File: src/rtl/edge_thresh.sv
// Binarising threshold stage for a gradient-magnitude video stream.
// Optional IIR threshold smoothing is enabled by defining EDGE_THRESH_IIR_EN.
module edge_thresh #(
  parameter int COLORDEPTH = 8,
  parameter int SUM_W      = 32,
  parameter int CNT_W      = 24,
  parameter int POL_HS     = 1,
  parameter int POL_VS     = 1
) (
  input  logic                  clk,
  input  logic                  rst,
  input  logic [COLORDEPTH-1:0] mag_i,
  input  logic                  dv_i,
  input  logic                  hs_i,
  input  logic                  vs_i,
  input  logic                  mode_i,
  input  logic [COLORDEPTH-1:0] fixed_thr_i,
  input  logic [COLORDEPTH-1:0] offset_i,
  output logic [COLORDEPTH-1:0] red_o,
  output logic [COLORDEPTH-1:0] green_o,
  output logic [COLORDEPTH-1:0] blue_o,
  output logic                  dv_o,
  output logic                  hs_o,
  output logic                  vs_o,
  output logic [COLORDEPTH-1:0] thr_o,
  output logic [COLORDEPTH-1:0] mean_o,
  output logic                  busy_o
);

  localparam int ITER_W = $clog2(SUM_W + 1);
  localparam logic [COLORDEPTH-1:0] THR_RST = {1'b1, {(COLORDEPTH-1){1'b0}}};

  typedef enum logic [1:0] {WAIT_VS, ACCUM, DIVIDE, UPDATE} state_t;

  state_t                  state_reg;
  logic                    vs_prev_reg;
  logic [SUM_W-1:0]        sum_reg;
  logic [CNT_W-1:0]        cnt_reg;
  logic [SUM_W-1:0]        quo_reg;
  logic [CNT_W-1:0]        rem_reg;
  logic [CNT_W-1:0]        den_reg;
  logic [ITER_W-1:0]       iter_reg;

  logic                    hs_int;
  logic                    vs_int;
  logic                    vs_rise;
  logic [COLORDEPTH-1:0]   thr_eff;
  logic                    pix_on;
  logic [SUM_W:0]          sum_add;
  logic [SUM_W-1:0]        sum_inc;
  logic [CNT_W:0]          cnt_add;
  logic [CNT_W-1:0]        cnt_inc;
  logic [CNT_W:0]          rem_shift;
  logic                    div_ge;
  logic [CNT_W-1:0]        rem_next;
  logic [COLORDEPTH-1:0]   mean_val;
  logic [COLORDEPTH:0]     tgt_add;
  logic [COLORDEPTH-1:0]   target;
  logic [COLORDEPTH-1:0]   thr_new;

  assign hs_int  = (POL_HS != 0) ? hs_i : ~hs_i;
  assign vs_int  = (POL_VS != 0) ? vs_i : ~vs_i;
  assign vs_rise = vs_int & ~vs_prev_reg;

  assign thr_eff = mode_i ? thr_o : fixed_thr_i;
  assign pix_on  = dv_i && (mag_i >= thr_eff);

  // Saturating accumulators: the carry-out selects all-ones.
  assign sum_add = {1'b0, sum_reg} + (SUM_W+1)'(mag_i);
  assign sum_inc = sum_add[SUM_W] ? '1 : sum_add[SUM_W-1:0];
  assign cnt_add = {1'b0, cnt_reg} + (CNT_W+1)'(1);
  assign cnt_inc = cnt_add[CNT_W] ? '1 : cnt_add[CNT_W-1:0];

  // Restoring divider step: dividend bits shift out of quo_reg as quotient bits shift in.
  assign rem_shift = {rem_reg, quo_reg[SUM_W-1]};
  assign div_ge    = rem_shift >= {1'b0, den_reg};
  assign rem_next  = div_ge ? CNT_W'(rem_shift - {1'b0, den_reg}) : rem_shift[CNT_W-1:0];

  assign mean_val = (|quo_reg[SUM_W-1:COLORDEPTH]) ? '1 : quo_reg[COLORDEPTH-1:0];
  assign tgt_add  = {1'b0, mean_val} + {1'b0, offset_i};
  assign target   = tgt_add[COLORDEPTH] ? '1 : tgt_add[COLORDEPTH-1:0];

`ifdef EDGE_THRESH_IIR_EN
  assign thr_new = thr_o - (thr_o >> 2) + (target >> 2);
`else
  assign thr_new = target;
`endif

  always_ff @(posedge clk or negedge rst) begin
    if (!rst) begin
      red_o   <= '0;
      green_o <= '0;
      blue_o  <= '0;
      dv_o    <= 1'b0;
      hs_o    <= (POL_HS != 0) ? 1'b0 : 1'b1;
      vs_o    <= (POL_VS != 0) ? 1'b0 : 1'b1;
    end else begin
      red_o   <= pix_on ? '1 : '0;
      green_o <= pix_on ? '1 : '0;
      blue_o  <= pix_on ? '1 : '0;
      dv_o    <= dv_i;
      hs_o    <= (POL_HS != 0) ? hs_int : ~hs_int;
      vs_o    <= (POL_VS != 0) ? vs_int : ~vs_int;
    end
  end

  always_ff @(posedge clk or negedge rst) begin
    if (!rst) begin
      state_reg   <= WAIT_VS;
      vs_prev_reg <= 1'b0;
      sum_reg     <= '0;
      cnt_reg     <= '0;
      quo_reg     <= '0;
      rem_reg     <= '0;
      den_reg     <= '0;
      iter_reg    <= '0;
      busy_o      <= 1'b0;
      thr_o       <= THR_RST;
      mean_o      <= '0;
    end else begin
      vs_prev_reg <= vs_int;

      // Accumulation runs in every state but WAIT_VS, including during division.
      if (state_reg != WAIT_VS && dv_i) begin
        sum_reg <= sum_inc;
        cnt_reg <= cnt_inc;
      end

      case (state_reg)
        WAIT_VS: begin
          if (vs_rise) state_reg <= ACCUM;
        end
        ACCUM: begin
          if (vs_rise) begin
            sum_reg <= '0;
            cnt_reg <= '0;
            if (cnt_reg != '0) begin
              quo_reg   <= sum_reg;
              den_reg   <= cnt_reg;
              rem_reg   <= '0;
              iter_reg  <= '0;
              busy_o    <= 1'b1;
              state_reg <= DIVIDE;
            end
          end
        end
        DIVIDE: begin
          quo_reg  <= {quo_reg[SUM_W-2:0], div_ge};
          rem_reg  <= rem_next;
          iter_reg <= iter_reg + 1'b1;
          if (iter_reg == ITER_W'(SUM_W - 1)) state_reg <= UPDATE;
        end
        UPDATE: begin
          mean_o    <= mean_val;
          thr_o     <= thr_new;
          busy_o    <= 1'b0;
          state_reg <= ACCUM;
        end
        default: state_reg <= WAIT_VS;
      endcase
    end
  end

endmodule

File: config.mk
export PLATFORM = sky130hd
export DESIGN_NAME = edge_thresh
export DESIGN_NICKNAME = d
export VERILOG_FILES = /design/src/rtl/edge_thresh.sv
export SDC_FILE = /design/constraint.sdc
export NUM_CORES = 1
export LEC_CHECK = 0
export ABC_AREA = 1
export CAP_MARGIN = 5
export CORE_ASPECT_RATIO = 2
export CORE_MARGIN = 2
export CORE_UTILIZATION = 62
export CTS_BUF_LIST = sky130_fd_sc_hd__clkbuf_2 sky130_fd_sc_hd__clkbuf_4 sky130_fd_sc_hd__clkbuf_8
export DETAILED_ROUTE_END_ITERATION = 6
export GPL_ROUTABILITY_DRIVEN = 0
export PLACE_DENSITY = 0.83
export SYNTH_ARGS = -nofsm -noshare
export SYNTH_HDL_FRONTEND = slang
export SYNTH_SLANG_ARGS = --single-unit
File: constraint.sdc
create_clock -name clk -period 3.14 [get_ports clk]
set_clock_uncertainty 0.2 [all_clocks]
set_input_delay 0.471 -clock clk [delete_from_list [all_inputs] [get_ports clk]]
set_output_delay 0.471 -clock clk [all_outputs]
set_load 0.01 [all_outputs]
# Word-level counts from Yosys, hierarchy flattened
# Index checks and enable logic that the tools add are counted.
word_totals:
  regBits: 172
  inputBits: 30
  out_inout_bits: 44
  word_cells: 73
op_classes:
  addsub: 5
  n_lt_le_gt_ge: 2
  n_eq_ne: 8
  muxes: 30
  bitwise_logic: 2
  n_reduce_logical: 12
op_table:
  columns: ["operator", "count"]
  rows:
  - ["32-bit two-way mux", 6]
  - ["24-bit two-way mux", 7]
  - ["32-bit case mux with 2 select lines", 1]
  - ["24-bit case mux with 2 select lines", 1]
  - ["32-bit by 8-bit adder with 33-bit output", 1]
  - ["8-bit two-way mux", 4]
  - ["24-bit by 1-bit adder with 25-bit output, second input constant", 1]
  - ["25-bit by 24-bit greater-or-equal comparator with 1-bit output", 1]
  - ["24-bit nonzero test", 1]
  - ["24-bit OR reduction", 1]
  - ["24-bit subtractor", 1]
  - ["6-bit two-way mux", 2]
  - ["6-bit case mux with 2 select lines", 1]
  - ["8-bit by 8-bit adder with 9-bit output", 1]
  - ["3-bit AND reduction", 3]
  - ["8-bit greater-or-equal comparator", 1]
  - ["2-bit two-way mux", 4]
  - ["2-bit inequality test, second input constant", 4]
  - ["2-bit case mux with 4 select lines", 1]
  - ["6-bit by 1-bit adder with 6-bit output, second input constant", 1]
  - ["6-bit by 5-bit == test with 1-bit output, second input constant", 1]
  - ["2-bit nonzero test", 3]
  - ["2-bit == test, second input constant", 2]
  - ["4-bit AND reduction", 1]
  - ["7 further kinds", 9]

# Longest topological paths before layout
logic_depth:
  word_depth: 5
  mapped_depth: 18
  ltp_nobuf: 18

# Worst setup path after synthesis
# Ideal clock, no wire load.
synth_path:
  path_type: "flip-flop to flip-flop"
  start: "register quo_reg[27]"
  end: "register thr_o[1]"
  setup_ps: 64
  t_arrival_ps: 2321
  t_required_ps: 2876
  setup_slack_ps: 555
  stages_incl_launch_ff: 16
  period_less_slack_ps: 2585
  cell_sequence: "dfrtp_1 inv_1 nand3_1 nor3_1 nand4_1 nor2_1 inv_1 ha_1 nand2_1 o21ai_0 nand4_1 o211ai_1 inv_1 nand3_1 o21ai_0 inv_1"
synth_between:
  elab_chain_len: 4
synth_rtl:
  columns: ["element", "line", "source"]
  rows:
  - ["start: declaration", "39", "logic [SUM_W-1:0] quo_reg;"]
  - ["start signal: assignment", "138", "quo_reg <= sum_reg;"]
  - ["start signal: assignment", "148", "quo_reg <= {quo_reg[SUM_W-2:0], div_ge};"]
  - ["24-bit OR reduction", "79", "assign mean_val = (|quo_reg[SUM_W-1:COLORDEPTH]) ? '1 : quo_reg[COLORDEPTH-1:0];"]
  - ["8-bit two-way mux", "79", null]
  - ["net mean_val[3]", "56", "logic [COLORDEPTH-1:0] mean_val;"]
  - ["8-bit by 8-bit adder with 9-bit output", "80", "assign tgt_add = {1'b0, mean_val} + {1'b0, offset_i};"]
  - ["8-bit two-way mux", "81", "assign target = tgt_add[COLORDEPTH] ? '1 : tgt_add[COLORDEPTH-1:0];"]
  - ["end signal: assignment", "155", "thr_o <= thr_new;"]
  - ["end: declaration", "25", "output logic [COLORDEPTH-1:0] thr_o,"]
# The timed path passes the listed nets, and every way through them passes these cells.
# A chain may end at the register's enable or synchronous reset.

# Worst setup path after layout
layout_path:
  start: "register quo_reg[31]"
  end: "register thr_o[1]"
# Same word-level chain as after synthesis.

==> impl_metrics.toml <==
[status]
outcome = "complete, but fails checks"
failed_checks = "DRC"

[logic_synthesis]
synthArstFlopShare_pct = 100.0
synth_ff_type = "dfrtp_1"
synth_top_area_share_pct = 35.17
synth_cell_types = 47
syn_nets = 1783
yosys.area.top_type = "dfrtp_1"
seq_area_frac_synth_pct = 35.39
syn_inst = 1694
yosysWarnings = 0
synth.cell_area_um2 = 11670
avgSynthCellArea_um2 = 6.889
yosys-top-cells-area = "dfrtp_1 35%, nand2_1 17%, inv_1 8.9%"
synth-seq-cells = 165
synth_edf_count = 0

[power]
switchingPower_mw = 7.041
power.density_nw_per_um2 = 1058
ir_drop_mv = 0.6241
p_int_mw = 6.651
combPwrFrac_pct = 63.0
p_sw_share_pct = 51.42
clkPwrFrac_pct = 12.2
p_leak_nw = 6.562
p_seq_share_pct = 24.8

[setup_path]
cpLargestDelayFamily = "simple AND/OR/NAND/NOR gates"
path_max_fanout = 8
worstSetupEndpointType = "flip-flop"
critical_path_class = "reg2reg"
cp.depth = 14
slowest_stage = "dfrtp_1"
crit_arrival_ns = 3.17
crit_start = "quo_reg[31]"
crit_chain = "nor4_1 -> nand4_1 -> buf_4 -> nor2_1 -> inv_1 -> ha_1 -> a21oi_2 -> o21ai_2 -> nand4_1 -> o211ai_1 -> inv_2 -> nand3_1 -> o21ai_0 -> inv_1"
r2r_slack_ns = 0.15
critPathMaxStageDelay_ns = 0.41
worst_ep_required_time_ns = 3.31
worstReg2RegStart = "quo_reg[31]"
worst-path-buf-inv = 4
startpoint_type = "flip-flop"
r2r.worst_path.cells = 14

[cells_and_area]
finalInstanceArea_um2 = 12940
fin_nets = 1827
drive_gt1_share_pct = 6.396
syn2layout_area_growth_pct = 10.93
final-instance-count-excl-fill = 1970
fin_util_pct = 69.39
num_antenna_cells = 0

[timing]
period_minus_slack_ns = 2.995
drv_slew = 0
relSlewSlack_pct = 53.52
timing.fmax_mhz = 333.9
min_period_over_period_pct = 95.38
finalHoldViolCount = 0
tightestPinTransition_ns = 0.6909
worst_slack_ns = 0.1450
setup_violations = 0
hold_slack_ns = 0.2335

[job]
maxCapViolCount = 0

[floorplanning]
coreArea_um2 = 18660
fp.dieH_um = 198.0
core.rowCount = 71
die_area_um2 = 20000
die_w_um = 101.0
num_io_pins = 74
initial_core_util_pct = 62.56

[routing]
first_pass_iters = 7
drc = 1
drt_iter0_markers = 499
viasPerCell = 5.648
drt-total-wl_mm = 32.13
wl_per_cell_um = 16.31
num_vias = 11127
ant_nets = 0

[clocking]
cts_tree = "yes"
clkLatencyLatePin_ns = 0.48
cts_buffers = 17
post_cts_buffers = 0
root_buffer = "clkbuf_8"
clk_path_buf_depth = 2
htreeDepth = 4
clk_pin_slew_ns = 0.09
clock-sinks = 165

[placement]
dpl_cell_area_um2 = 12490
hpwl_mm = 24.29
port_buffers = 73
placed_cells = 1937
place_ws_ns = 0.04727

[global_route]
grt_start_max_net_pins = 69
grt-ovfl-total = 0
grt_pass1_vias = 11446
grt_pass1_wl_mm = 53.19
track_usage_pct = 34.07
antenna_found_initial = 0

[worst_hold_path]
hold_path_startpoint = "hs_i"
min_path_type = "in2reg"
whs_path_depth = 1
-- per-layer routing --
layer	GRT usage (%)	up-vias	wire [um]
met5	0	-	0
met4	24.32	0	2484
met3	4.906	171	1263
met2	62.84	366	17400
met1	33.71	5172	10980
li1	-	5418	-
-- final timing paths --
check	to
setup reg to reg	thr_o[1]
max in group asynchronous	quo_reg[24]
hold reg to reg	thr_o[7]
setup / recovery	thr_o[1]
hold / removal	hs_o
min in group asynchronous	hs_o
-- cells in the mapped netlist, types with 5 or more instances --
library cell	n
a21oi_1	51
a21oi_2	8
a31oi_1	10
buf_2	17
buf_4	25
clkbuf_1	23
dfrtp_1	164
ha_1	56
inv_1	278
inv_2	9
mux2i_1	7
nand2_1	520
nand2_2	9
nand3_1	104
nand3b_1	6
nand4_1	60
nor2_1	115
nor2_2	6
nor3_1	19
nor4_1	5
o21ai_0	106
o21ai_1	8
xnor2_1	14
xor2_1	30
-- power groups by stage --
stage / Clock, mW / Sequential [mW] / Combinational [mW]
2_1_floorplan: 0 / 3.29 / 6.20
3_3_place_gp: 0 / 3.39 / 8.16
3_5_place_dp: 0 / 3.41 / 8.39
4_1_cts: 1.69 / 3.38 / 8.47
5_1_grt: 1.77 / 3.47 / 9.71
6_report: 1.67 / 3.40 / 8.62
-- cell type report --
type	instances	area, um2
Clock buffer	19	255.2
Clock inverter	13	172.7
Fill cell	1569	5710
Inverter	289	1085
Multi-Input combinational cell	1171	6073
Sequential cell	165	4130
Tap cell	219	274.0
Timing Repair Buffer	94	954.7
-- cell families (layout without fill, tap and decap cells) --
group	after synthesis	count (layout)	synth area share, %
multiplexers	8	8	0.6969
AND/OR/NAND/NOR	861	861	31.93
AO/OA/AOI/OAI	199	199	9.403
flip-flops	165	165	35.39
buffers and inverters	358	415	12.76
XOR/XNOR	44	44	3.302
adder cells (fa/ha/maj)	59	59	6.519
-- stage by stage --
stage | total power, mW | TNS (ns)
floorplan | 9.489 | 0
global placement | 11.54 | 0
detailed placement | 11.81 | 0
CTS | 13.54 | 0
global route | 14.95 | -0.1265
finish | 13.69 | 0
-- worst reg2reg max path, delay by kind of cell, from the launching register on --
family	cells	cell delay, ns
and+or+nand+nor	5	0.87
AOI/OAI and AO/OA	4	0.61
buffers and inverters	4	0.45
DFF	1	0.41
adders and majority gates	1	0.36
-- cell usage in the layout (no fill, tap or decap), types with 4 or more instances in the layout --
| cell | n |
|---|---|
| nand3b_1 | 6 |
| inv_1 | 277 |
| o21ai_0 | 105 |
| xnor2_1 | 14 |
| nand3_1 | 104 |
| nor2_2 | 7 |
| ha_1 | 56 |
| nor2_4 | 4 |
| a21oi_2 | 9 |
| a21oi_1 | 50 |
| nor3_2 | 5 |
| inv_2 | 10 |
| nand2_1 | 520 |
| o211ai_1 | 4 |
| nand4_1 | 60 |
| dfrtp_1 | 164 |
| a31oi_1 | 10 |
| nor2_1 | 113 |
| clkdlybuf4s50_1 | 72 |
| clkbuf_8 | 18 |
| or2_2 | 4 |
| o21ai_1 | 8 |
| nor3_1 | 18 |
| nor4_1 | 5 |
| buf_4 | 15 |
| xor2_1 | 30 |
| buf_12 | 5 |
| nand2_2 | 9 |
| mux2i_1 | 7 |
-- timing repair --
action	in CTS	in global routing
gates resized for setup	1	4
gates cloned	0	0
endpoints found under the hold margin	65	0
setup endpoints to repair	4	8
hold buffers	1	0
Note: power is estimated with default switching activity, not from simulation.
